File: src/rtl/utility_pkg.sv
//------------------------------------------------------------------------------
// Module  : utility_pkg
// Purpose : Shared state encoding and constant-width helper for utility blocks.
// Rev     : 1.0  initial release
//------------------------------------------------------------------------------
`default_nettype none

package utility_pkg;

    typedef enum logic [1:0] {
        ST_IDLE = 2'd0,
        ST_HOLD = 2'd1,
        ST_GAP  = 2'd2
    } state_t;

    // Bits needed to represent values 0 .. value-1.
    function automatic int clog2(input int value);
        int r;
        int v;
        r = 0;
        v = value - 1;
        while (v > 0) begin
            r = r + 1;
            v = v >> 1;
        end
        return r;
    endfunction

endpackage

`default_nettype wire

File: src/rtl/utility_down_counter.sv
//------------------------------------------------------------------------------
// Module  : utility_down_counter
// Purpose : Loadable down-counter that parks at zero and flags it.
// Rev     : 1.0  initial release
//------------------------------------------------------------------------------
`default_nettype none

module utility_down_counter #(
    parameter int WIDTH = 4
) (
    input  logic             clk,
    input  logic             rst,
    input  logic             i_load,
    input  logic [WIDTH-1:0] i_load_val,
    input  logic             i_en,
    output logic             o_zero
);

    logic [WIDTH-1:0] r_cnt;

    always_ff @(posedge clk) begin
        if (rst) begin
            r_cnt <= '0;
        end else if (i_load) begin
            r_cnt <= i_load_val;
        end else if (i_en && (r_cnt != '0)) begin
            r_cnt <= r_cnt - 1'b1;
        end
    end

    assign o_zero = (r_cnt == '0);

endmodule

`default_nettype wire

File: src/rtl/utility_pulse_stretch.sv
//------------------------------------------------------------------------------
// Module  : utility_pulse_stretch
// Purpose : Stretches strobes to HOLD_CYCLES high with a GAP_CYCLES low gap;
//           one request queued, extras counted. Macro
//           UTILITY_PULSE_STRETCH_RETRIG_EN makes requests during HOLD extend it.
// Rev     : 1.0  initial release
//------------------------------------------------------------------------------
`default_nettype none

module utility_pulse_stretch
    import utility_pkg::*;
#(
    parameter int HOLD_CYCLES = 16,
    parameter int GAP_CYCLES  = 4,
    parameter int CNT_W       = 8
) (
    input  logic             clk,
    input  logic             rst,
    input  logic             in,
    output logic             out,
    output logic             busy,
    output logic [CNT_W-1:0] drop_cnt
);

    localparam int c_MAXC  = (HOLD_CYCLES > GAP_CYCLES) ? HOLD_CYCLES : GAP_CYCLES;
    localparam int c_CNT_W = clog2(c_MAXC + 1);
    localparam logic [c_CNT_W-1:0] c_HOLD_LOAD = c_CNT_W'(HOLD_CYCLES - 1);
    localparam logic [c_CNT_W-1:0] c_GAP_LOAD  =
        (GAP_CYCLES > 0) ? c_CNT_W'(GAP_CYCLES - 1) : '0;

    state_t             r_state;
    logic               r_pending;
    logic               r_out;
    logic               r_busy;
    logic [CNT_W-1:0]   r_drop;

    state_t             w_nstate;
    logic               w_npend;
    logic               w_drop;
    logic               w_load;
    logic               w_en;
    logic [c_CNT_W-1:0] w_load_val;
    logic               w_zero;

    utility_down_counter #(
        .WIDTH (c_CNT_W)
    ) u_cnt (
        .clk        (clk),
        .rst        (rst),
        .i_load     (w_load),
        .i_load_val (w_load_val),
        .i_en       (w_en),
        .o_zero     (w_zero)
    );

    always_comb begin
        w_nstate   = r_state;
        w_npend    = r_pending;
        w_drop     = 1'b0;
        w_load     = 1'b0;
        w_en       = 1'b0;
        w_load_val = c_HOLD_LOAD;
        case (r_state)
            ST_IDLE: begin
                if (in) begin
                    w_nstate = ST_HOLD;
                    w_load   = 1'b1;
                end
            end
            ST_HOLD: begin
                w_en = 1'b1;
`ifdef UTILITY_PULSE_STRETCH_RETRIG_EN
                if (in) begin
                    w_load = 1'b1;
                end else if (w_zero) begin
                    if (GAP_CYCLES > 0) begin
                        w_nstate   = ST_GAP;
                        w_load     = 1'b1;
                        w_load_val = c_GAP_LOAD;
                    end else if (r_pending) begin
                        w_load  = 1'b1;
                        w_npend = 1'b0;
                    end else begin
                        w_nstate = ST_IDLE;
                    end
                end
`else
                // With no gap, a last-cycle request merges with the pending one.
                if (w_zero && (GAP_CYCLES == 0)) begin
                    if (r_pending || in) begin
                        w_load  = 1'b1;
                        w_npend = r_pending && in;
                    end else begin
                        w_nstate = ST_IDLE;
                    end
                end else begin
                    if (in) begin
                        if (r_pending) w_drop  = 1'b1;
                        else           w_npend = 1'b1;
                    end
                    if (w_zero) begin
                        w_nstate   = ST_GAP;
                        w_load     = 1'b1;
                        w_load_val = c_GAP_LOAD;
                    end
                end
`endif
            end
            ST_GAP: begin
                w_en = 1'b1;
                if (w_zero) begin
                    if (r_pending || in) begin
                        w_nstate = ST_HOLD;
                        w_load   = 1'b1;
                        w_npend  = r_pending && in;
                    end else begin
                        w_nstate = ST_IDLE;
                    end
                end else if (in) begin
                    if (r_pending) w_drop  = 1'b1;
                    else           w_npend = 1'b1;
                end
            end
            default: begin
                w_nstate = ST_IDLE;
                w_npend  = 1'b0;
            end
        endcase
    end

    always_ff @(posedge clk) begin
        if (rst) begin
            r_state   <= ST_IDLE;
            r_pending <= 1'b0;
            r_out     <= 1'b0;
            r_busy    <= 1'b0;
            r_drop    <= '0;
        end else begin
            r_state   <= w_nstate;
            r_pending <= w_npend;
            r_out     <= (w_nstate == ST_HOLD);
            r_busy    <= (w_nstate != ST_IDLE) || w_npend;
            if (w_drop && (r_drop != '1)) begin
                r_drop <= r_drop + 1'b1;
            end
        end
    end

    assign out      = r_out;
    assign busy     = r_busy;
    assign drop_cnt = r_drop;

endmodule

`default_nettype wire

File: config.mk
export PLATFORM = sky130hd
export DESIGN_NAME = utility_pulse_stretch
export DESIGN_NICKNAME = d
export VERILOG_FILES = /design/src/rtl/utility_pkg.sv /design/src/rtl/utility_down_counter.sv /design/src/rtl/utility_pulse_stretch.sv
export SDC_FILE = /design/constraint.sdc
export NUM_CORES = 1
export LEC_CHECK = 0
export BUFFER_PORTS_ARGS = -buffer_cell sky130_fd_sc_hd__buf_2
export CELL_PAD_IN_SITES_DETAIL_PLACEMENT = 1
export CELL_PAD_IN_SITES_GLOBAL_PLACEMENT = 2
export CORE_UTILIZATION = 30
export CTS_CLUSTER_DIAMETER = 40
export CTS_CLUSTER_SIZE = 10
export DETAILED_ROUTE_END_ITERATION = 16
export PLACE_DENSITY_LB_ADDON = 0.1
export SLEW_MARGIN = 20
export SYNTH_ARGS = -nofsm -noshare
export SYNTH_HDL_FRONTEND = slang
export SYNTH_HIERARCHICAL = 1
export SYNTH_SLANG_ARGS = --single-unit
File: constraint.sdc
create_clock -name clk -period 3.2 [get_ports clk]
set_input_delay 0 -clock clk [delete_from_list [all_inputs] [get_ports clk]]
set_output_delay 0 -clock clk [all_outputs]
set_load 0.005 [all_outputs]
==> results of run 1 <==
-- stage by stage --
stage	hold slack, ns	worst slack (ns)	total power, mW
floorplan	0.0689	0.777	0.420
global placement	0.378	0.730	0.455
detailed placement	0.379	0.695	0.460
CTS	0.0989	0.674	0.605
global route	0.104	0.538	0.644
finish	0.101	0.695	0.597
-- cell usage in the layout (no fill, tap or decap), types with 2 or more instances in the layout --
master    instances
nor2b_1           4
dfxtp_1          18
a21oi_1          11
clkbuf_4          3
nor2_1            6
mux2_2            2
o21ai_0           5
or3_1             2
and4_4            2
nor4_1            2
conb_1            3
nor3_1            5
buf_2            12
nand2_1           6
nand3_1           4
a21o_1            2
or4_1             2
ha_1              7
inv_1             7
a311oi_1          2
-- logic make-up (layout without fill, tap and decap cells) --
kind of cell,after synthesis,after routing,share of synthesized area [%]
multiplexers,2,2,2.11
AND/OR/NAND/NOR,44,44,25.4
AO/OA/AOI/OAI,33,33,24.8
buffers and inverters,11,24,5.15
flip-flops,18,18,33.7
adder cells (fa/ha/maj),7,7,8.19
other,2,3,0.702
-- power by group --
part           internal, mW  switching, mW
clock                0.0693         0.0740
sequential            0.248         0.0203
combinational        0.0750          0.110
-- worst min-delay path by stage --
stage / endpoint / slack (ns) / cells after the start
5_1_grt: r_pending / 0.10 / 3
3_3_place_gp: busy / 0.38 / 1
3_5_place_dp: out / 0.38 / 1
2_1_floorplan: u_cnt/r_cnt[3] / 0.07 / 1
6_report: r_pending / 0.10 / 3
4_1_cts: r_pending / 0.1 / 3
-- final cells by class --
cell class	count	area share [%]
multi-input cells	89	54.6
clock buffers	4	3.01
repair buffers	13	5.60
inverters	7	2.18
flip-flops and latches	18	29.9
well taps	46	4.77
-- flip-flops by register name, summed over array words and instances, names as in the netlist --
signal and cells:
out 1, r_state 2, busy 1, drop_cnt 8, r_pending 1, u_cnt/r_cnt 5
-- worst max-delay path: stages, from the launching register on --
cell	delay (ns)
dfxtp_1	0.32
inv_1	0.11
ha_1	0.18
or4b_1	0.61
inv_1	0.21
and2b_2	0.29
o2111ai_4	0.30
nor4_1	0.12
mux2_2	0.28
-- metal layers --
metal / global-route usage (%) / share of wire [%] / up-vias
li1: - / - / 466
met1: 19.1 / 50 / 445
met2: 22.3 / 46 / 9
met3: 2.48 / 2.6 / 2
met4: 6.67 / 0.81 / 0
met5: 0 / 0 / -
==> results.yml, run 1 <==
clocking:
  clkSlewWorstSetupHoldPaths_ns: 0.11
  cts_root_buf: "clkbuf_4"
  clock_latency_ns: 0.29
  cts_resized: 0
  cts_post_setup_buffers_inserted: 0
  cts_hold_buffers: 0
  cts.sinks: 18
  htree_levels: 1
  cts_buffers: 3
  cts_tree: "built"
  clk_path_buf_depth: 2
yosys:
  yosysMostFrequentCell: "dfxtp_1"
  ys_ff_latch: 18
  syn_inst: 117
  yosys.area.top_type: "dfxtp_1"
  synth_area_leaders: "dfxtp_1 34%, ha_1 8.2%, a21oi_1 5.1%"
  yosysTopAreaCellShare_pct: 33.7
  syn_area_um2: 1070
  synth_edf_count: 0
  synthFlopType: "dfxtp_1"
  synth-seq-area-share_pct: 33.7
  synth_common_cells: "18 x dfxtp_1, 11 x a21oi_1, 7 x ha_1, 7 x inv_1"
  synthArstFlopShare_pct: 0
  ys_warn_count: 6
  avgSynthCellArea_um2: 9.14
  synthDistinctLibCells: 46
finish:
  drive_above_1_share_pct: 23.7
  final_area_um2: 1210
  seqCellArea_um2: 360
  final_util_pct: 35.9
  fin_cells: 177
  multi_input_area_um2: 658
  synthToLayoutAreaGrowth_pct: 12.7
  final_nets: 142
  fillers: 432
  diodes: 0
timing:
  finClkSkew_ns: 0.00683
  setup-tns-final_ns: 0
  hold_viol: 0
  min_period_ns: 2.51
  timing.final.crit_share_pct: 78.3
  max_freq_mhz: 399
  rsz0062_at_grt: "false"
  setup_viol: 0
  slew_violations: 0
worst_setup_path:
  worstSetupStartpointType: "flop"
  reg2reg_depth: 8
  end_kind: "flop"
  r2r_setup_slack_ns: 0.69
  timing.critical_path.to: "drop_cnt[5]"
  regToRegStartpoint: "u_cnt/r_cnt[1]"
  crit_start: "u_cnt/r_cnt[1]"
  crit_type: "reg2reg"
  critPathArrivalTime_ns: 2.70
  timing.rr.end: "drop_cnt[5]"
  worst-path-max-fanout: 9
  worstPathRequired_ns: 3.40
place:
  dp_cells: 173
  dp_hpwl_um: 1850
  numPortBuffers: 12
  place_area_um2: 1170
  globalplace.congestion: 0.743
route:
  wl_per_cell_um: 13.9
  vias_per_cell: 5.21
  ant_nets: 0
  drt_wl_total_um: 2460
  dr.pass1.iters: 4
  drt_iter0_markers: 34
  drc: 0
  vias: 922
power:
  ir_drop_v: 0.000156
  power_density_nw_per_um2: 495
  p_leak_nw: 0.481
floorplanning:
  dieArea_um2: 3810
  pin_count: 13
  start_util_pct: 31.8
  rows: 21
  dieHeight_um: 61.7
  die_w_um: 61.7
  placeableCoreArea_um2: 3360
min_path:
  min_path_type: "in2reg"
  worstHoldStart: "in"
global_routing:
  grt_pass1_wl_um: 3940
  grt-ovfl-total: 0
  antenna_found_initial: 0
  grt_pass1_vias: 835
  grt_max_degree: 19
  grt_util_all_layers_pct: 14.2
flow_run:
  maxCapViolations: 0
run_status:
  status: "finished clean"
No activity file was read; power rests on OpenSTA's default activity.
==> run 2, diff against run 1 <==
==> constraint.sdc (replaced) <==
create_clock -name clk -period 2.03 [get_ports clk]
set_input_delay 0 -clock clk [delete_from_list [all_inputs] [get_ports clk]]
set_output_delay 0 -clock clk [all_outputs]
set_load 0.005 [all_outputs]
==> run 2 against run 1 <==
  * The flow now finishes with violations (negative setup slack)
  * Combinational power rose to 2.7 times the previous value
  * Fmax grew 17%
  * Sequential power increased by 55%
  * Clock power is 29% higher
  * Via count is 9.4% higher
  * Count of clock-buffer cells in the layout is 1 lower
  * Final area up 22%
  * Critical path depth stayed put
  * Largest cell class unchanged
==> results.yml, run 2 (synthesized netlist as in run 1, its figures left out) <==
power:
  ir_drop_v: 0.000364
  power_density_nw_per_um2: 754
  p_total_mw: 1.11
  p_leak_nw: 0.595
route:
  vias: 1009
  drt_iter0_markers: 25
  drt_wl_total_um: 2800
  vias_per_cell: 5.12
  wl_per_cell_um: 14.2
  ant_nets: 0
  drc: 0
  dr.pass1.iters: 4
worst_setup_path:
  path_cells: "inv_2 -> ha_4 -> or4b_4 -> inv_4 -> or3b_1 -> a21oi_2 -> nor4_2 -> or3_1"
  timing.critical_path.to: "busy"
  regToRegStartpoint: "u_cnt/r_cnt[0]"
  worst-path-max-fanout: 6
  worstPathRequired_ns: 2.22
  reg2reg_depth: 8
  critPathArrivalTime_ns: 2.34
  end_kind: "flop"
  crit_start: "u_cnt/r_cnt[0]"
  crit_type: "reg2reg"
  worstSetupStartpointType: "flop"
  critPathMaxStageDelay_ns: 0.47
  timing.rr.end: "busy"
  r2r_setup_slack_ns: -0.12
  cpMaxStageDelayCell: "or4b_4"
clocking:
  clkSlewWorstSetupHoldPaths_ns: 0.11
  cts_root_buf: "clkbuf_4"
  clk_path_buf_depth: 2
  htree_levels: 1
  cts.sinks: 18
  cts_buffers: 3
  clock_latency_ns: 0.30
  cts_tree: "built"
place:
  post-place-ws_ns: -0.0744
  dp_hpwl_um: 2010
  numPortBuffers: 12
  globalplace.congestion: 0.769
timing:
  setup_viol: 10
  min_period_ns: 2.15
  setup-tns-final_ns: -0.514
  timing.final.crit_share_pct: 106
  max_freq_mhz: 465
  rsz0062_at_grt: "true"
  hold_viol: 0
  slew_violations: 0
  setup_ws_ns: -0.119
  finClkSkew_ns: 0.00641
finish:
  fillers: 418
  final_common_cell: "buf_4"
  final_nets: 163
  drive_above_1_share_pct: 47.0
  diodes: 0
  synthToLayoutAreaGrowth_pct: 37.2
  seqCellArea_um2: 363
  final_util_pct: 43.6
  largest_register_ff_count: 8
  multi_input_area_um2: 759
  final_cell_mix: "19 x buf_4, 16 x dfxtp_1, 12 x buf_2, 7 x a21oi_1"
global_routing:
  grt_pass1_vias: 915
  grt_max_degree: 19
  grt_pass1_wl_um: 4060
  grt-ovfl-total: 0
  antenna_found_initial: 0
  grt_util_all_layers_pct: 14.7
run_status:
  violations: "negative setup slack"
  status: "complete, but fails checks"
floorplanning:
  rows: 21
  die_w_um: 61.7
  placeableCoreArea_um2: 3360
  dieArea_um2: 3810
  dieHeight_um: 61.7
  start_util_pct: 31.8
  pin_count: 13
min_path:
  min_path_type: "in2reg"
flow_run:
  maxCapViolations: 0
## run 2: cell types whose count changed in the layout (fill, tap and decap cells not counted), moves of 3 or more
cell     before  now
o21ai_0       5    1
a21oi_2       0    4
buf_6         0    3
inv_2         0    3
a21oi_1      11    7
inv_1         7    3
buf_4         1   19
## run 2: per-layer routing
| layer | global-route usage (%) | share of wire (%) |
|---|---|---|
| met4 | 1.90 | 0 |
| met5 | 0 | 0 |
| met1 | 17.9 | 44 |
| met3 | 4.35 | 2.6 |
| met2 | 26.3 | 53 |
## run 2: repair_timing
item | CTS | global route
gates resized for setup | 10 | 16
setup endpoints to repair | 11 | 14
pin swaps | 10 | 13
setup buffers | 2 | 2
hold buffers | 0 | 0
## run 2: report_power, final
| part | internal [mW] | leakage [nW] | total [mW] | switching (mW) |
|---|---|---|---|---|
| Clock | 0.0691 | 0.0138 | 0.185 | 0.116 |
| Combinational | 0.252 | 0.434 | 0.503 | 0.251 |
| Sequential | 0.393 | 0.148 | 0.418 | 0.0246 |
| Total | 0.715 | 0.595 | 1.11 | 0.392 |
## run 2: how the worst min path moves through the flow
stage | startpoint | to | cells after the start | slack (ns)
2_1_floorplan | rst | u_cnt/r_cnt[3] | 1 | 0.07
4_1_cts | in | r_pending | 3 | 0.06
6_report | in | r_pending | 3 | 0.10
5_1_grt | in | r_pending | 3 | 0.10
3_5_place_dp | out | out | 1 | 0.38
3_3_place_gp | out | out | 1 | 0.38
## run 2: stage by stage
step	cell area, um2	hold slack [ns]	std cells
5_1_grt	1470	0.103	197
2_1_floorplan	1100	0.0689	118
4_1_cts	1390	0.0609	195
6_report	1470	0.104	197
3_5_place_dp	1320	0.379	190
3_3_place_gp	1320	0.381	190
## run 2: critical path, delay by kind of cell, from the launching register on
family / cells / cell delay (ns)
buf+inv: 2 / 0.17
simple gates: 4 / 1.22
fa+ha+maj: 1 / 0.13
flops: 1 / 0.34
compound gates: 1 / 0.19
## run 2: final cells by class
class | count | area share (%)
Multi-Input combinational cell | 89 | 51.7
Sequential cell | 18 | 24.7
Timing Repair Buffer | 34 | 16.1
Tap cell | 46 | 3.92
Inverter | 7 | 1.96
Clock buffer | 3 | 1.53
==> run 3, diff against run 2 <==
--- a/config.mk
+++ b/config.mk
@@ -12,6 +12,7 @@
 export CTS_CLUSTER_DIAMETER = 40
 export CTS_CLUSTER_SIZE = 10
 export DETAILED_ROUTE_END_ITERATION = 16
+export HOLD_SLACK_MARGIN = 0.12
 export PLACE_DENSITY_LB_ADDON = 0.1
 export SLEW_MARGIN = 20
 export SYNTH_ARGS = -nofsm -noshare
==> run 3 against run 2 <==
  * The run still ends with negative setup slack left
  * Largest power group unchanged
  * First-iteration DRC count increased by 12%
  * Global-route usage is the same
  * Clock skew hardly changed
  * Combinational power about the same
  * Sequential share of layout area decreased by 0.17 points
  * Worst hold slack improved by 0.028 ns
==> results.yml, run 3 (synthesized netlist as in run 1, its figures left out) <==
clocking:
  cts.sinks: 18
  cts_buffers: 3
  clk_path_buf_depth: 2
  clock_latency_ns: 0.30
  cts_tree: "built"
  cts_root_buf: "clkbuf_4"
  htree_levels: 1
  clkSlewWorstSetupHoldPaths_ns: 0.11
power:
  p_leak_nw: 0.600
  p_total_mw: 1.11
  ir_drop_v: 0.000364
  power_density_nw_per_um2: 750
worst_setup_path:
  worstPathRequired_ns: 2.22
  critPathArrivalTime_ns: 2.34
  worst-path-max-fanout: 6
  crit_type: "reg2reg"
  worstSetupStartpointType: "flop"
  end_kind: "flop"
floorplanning:
  pin_count: 13
  die_w_um: 61.7
  rows: 21
  placeableCoreArea_um2: 3360
  start_util_pct: 31.8
  dieHeight_um: 61.7
  dieArea_um2: 3810
finish:
  final_util_pct: 43.9
  final_common_cell: "buf_4"
  final_nets: 164
  drive_above_1_share_pct: 46.7
  fillers: 419
  synthToLayoutAreaGrowth_pct: 38.1
  diodes: 0
  largest_register_ff_count: 8
  final_cell_mix: "19 x buf_4, 16 x dfxtp_1, 12 x buf_2, 7 x a21oi_1"
timing:
  timing.final.crit_share_pct: 106
  rsz0062_at_grt: "true"
  slew_violations: 0
  hold_viol: 0
  setup_viol: 10
  finClkSkew_ns: 0.00638
  min_period_ns: 2.15
  setup_ws_ns: -0.119
  max_freq_mhz: 465
run_status:
  status: "complete, but fails checks"
  violations: "negative setup slack"
route:
  drt_wl_total_um: 2800
  drc: 0
  ant_nets: 0
  vias_per_cell: 5.11
  wl_per_cell_um: 14.2
  dr.pass1.iters: 4
  drt_iter0_markers: 28
  vias: 1011
global_routing:
  grt_util_all_layers_pct: 14.7
  grt_pass1_wl_um: 4060
  antenna_found_initial: 0
  grt-ovfl-total: 0
  grt_max_degree: 19
  grt_pass1_vias: 915
flow_run:
  maxCapViolations: 0
min_path:
  min_path_type: "in2reg"
place:
  globalplace.congestion: 0.769
  dp_hpwl_um: 2010
  numPortBuffers: 12
[run 3: cell count changes in the layout (fill, tap and decap cells not counted), sizes merged]
cell and delta:
dlygate4sd3 +1
[run 3: area by class of cell]
class | count | area (um2) | area share (%)
timing repair buffer | 35 | 246 | 16.7
tap | 46 | 57.6 | 3.89
multi-input combinational | 89 | 759 | 51.4
sequential | 18 | 363 | 24.6
clock buffer | 3 | 22.5 | 1.52
inverter | 7 | 28.8 | 1.95
[run 3: critical path, stage by stage, from the launching register on]
cell and delay [ns]:
dfxtp_2 0.34, inv_2 0.07, ha_4 0.13, or4b_4 0.47, inv_4 0.10, or3b_1 0.38, a21oi_2 0.19, nor4_2 0.07
or3_1 0.30
[run 3: what timing repair did]
item / CTS / global route
endpoints found under the setup margin: 11 / 14
hold endpoints to repair: 1 / 0
gates resized for setup: 10 / 16
setup buffers: 2 / 2
pin swaps: 10 / 13
hold buffers: 1 / 0
[run 3: worst paths after layout]
path / start / to / slack [ns] / cells after the start
min: rst / drop_cnt[0] / 0.13 / 2
min reg2reg: drop_cnt[0] / drop_cnt[0] / 0.54 / 2
max: u_cnt/r_cnt[0] / busy / -0.12 / 8
max reg2reg: u_cnt/r_cnt[0] / busy / -0.12 / 8
[run 3: routing by layer]
metal | vias up | GRT usage, % | share of wire (%)
met5 | - | 0 | 0
met1 | 492 | 17.9 | 45
met3 | 0 | 4.35 | 2.4
li1 | 509 | - | -
met2 | 10 | 26.3 | 53
met4 | 0 | 1.90 | 0
[run 3: report_power, final]
| group | switching, mW | internal [mW] | leakage, nW | total (mW) |
|---|---|---|---|---|
| combinational | 0.252 | 0.253 | 0.438 | 0.505 |
| sequential | 0.0246 | 0.393 | 0.148 | 0.418 |
| clock | 0.116 | 0.0691 | 0.0138 | 0.185 |
[run 3: metrics by stage]
| step | std cells | worst slack (ns) | setup TNS [ns] | instance area, um2 | hold WS [ns] |
|---|---|---|---|---|---|
| after detailed placement | 190 | -0.0744 | -0.326 | 1320 | 0.379 |
| after global placement | 190 | -0.0411 | -0.110 | 1320 | 0.381 |
| after global routing | 198 | -0.209 | -1.87 | 1480 | 0.160 |
| after floorplan | 118 | -0.114 | -0.411 | 1100 | 0.0689 |
| final | 198 | -0.119 | -0.514 | 1480 | 0.132 |
| after CTS | 196 | -0.0563 | -0.336 | 1400 | 0.125 |
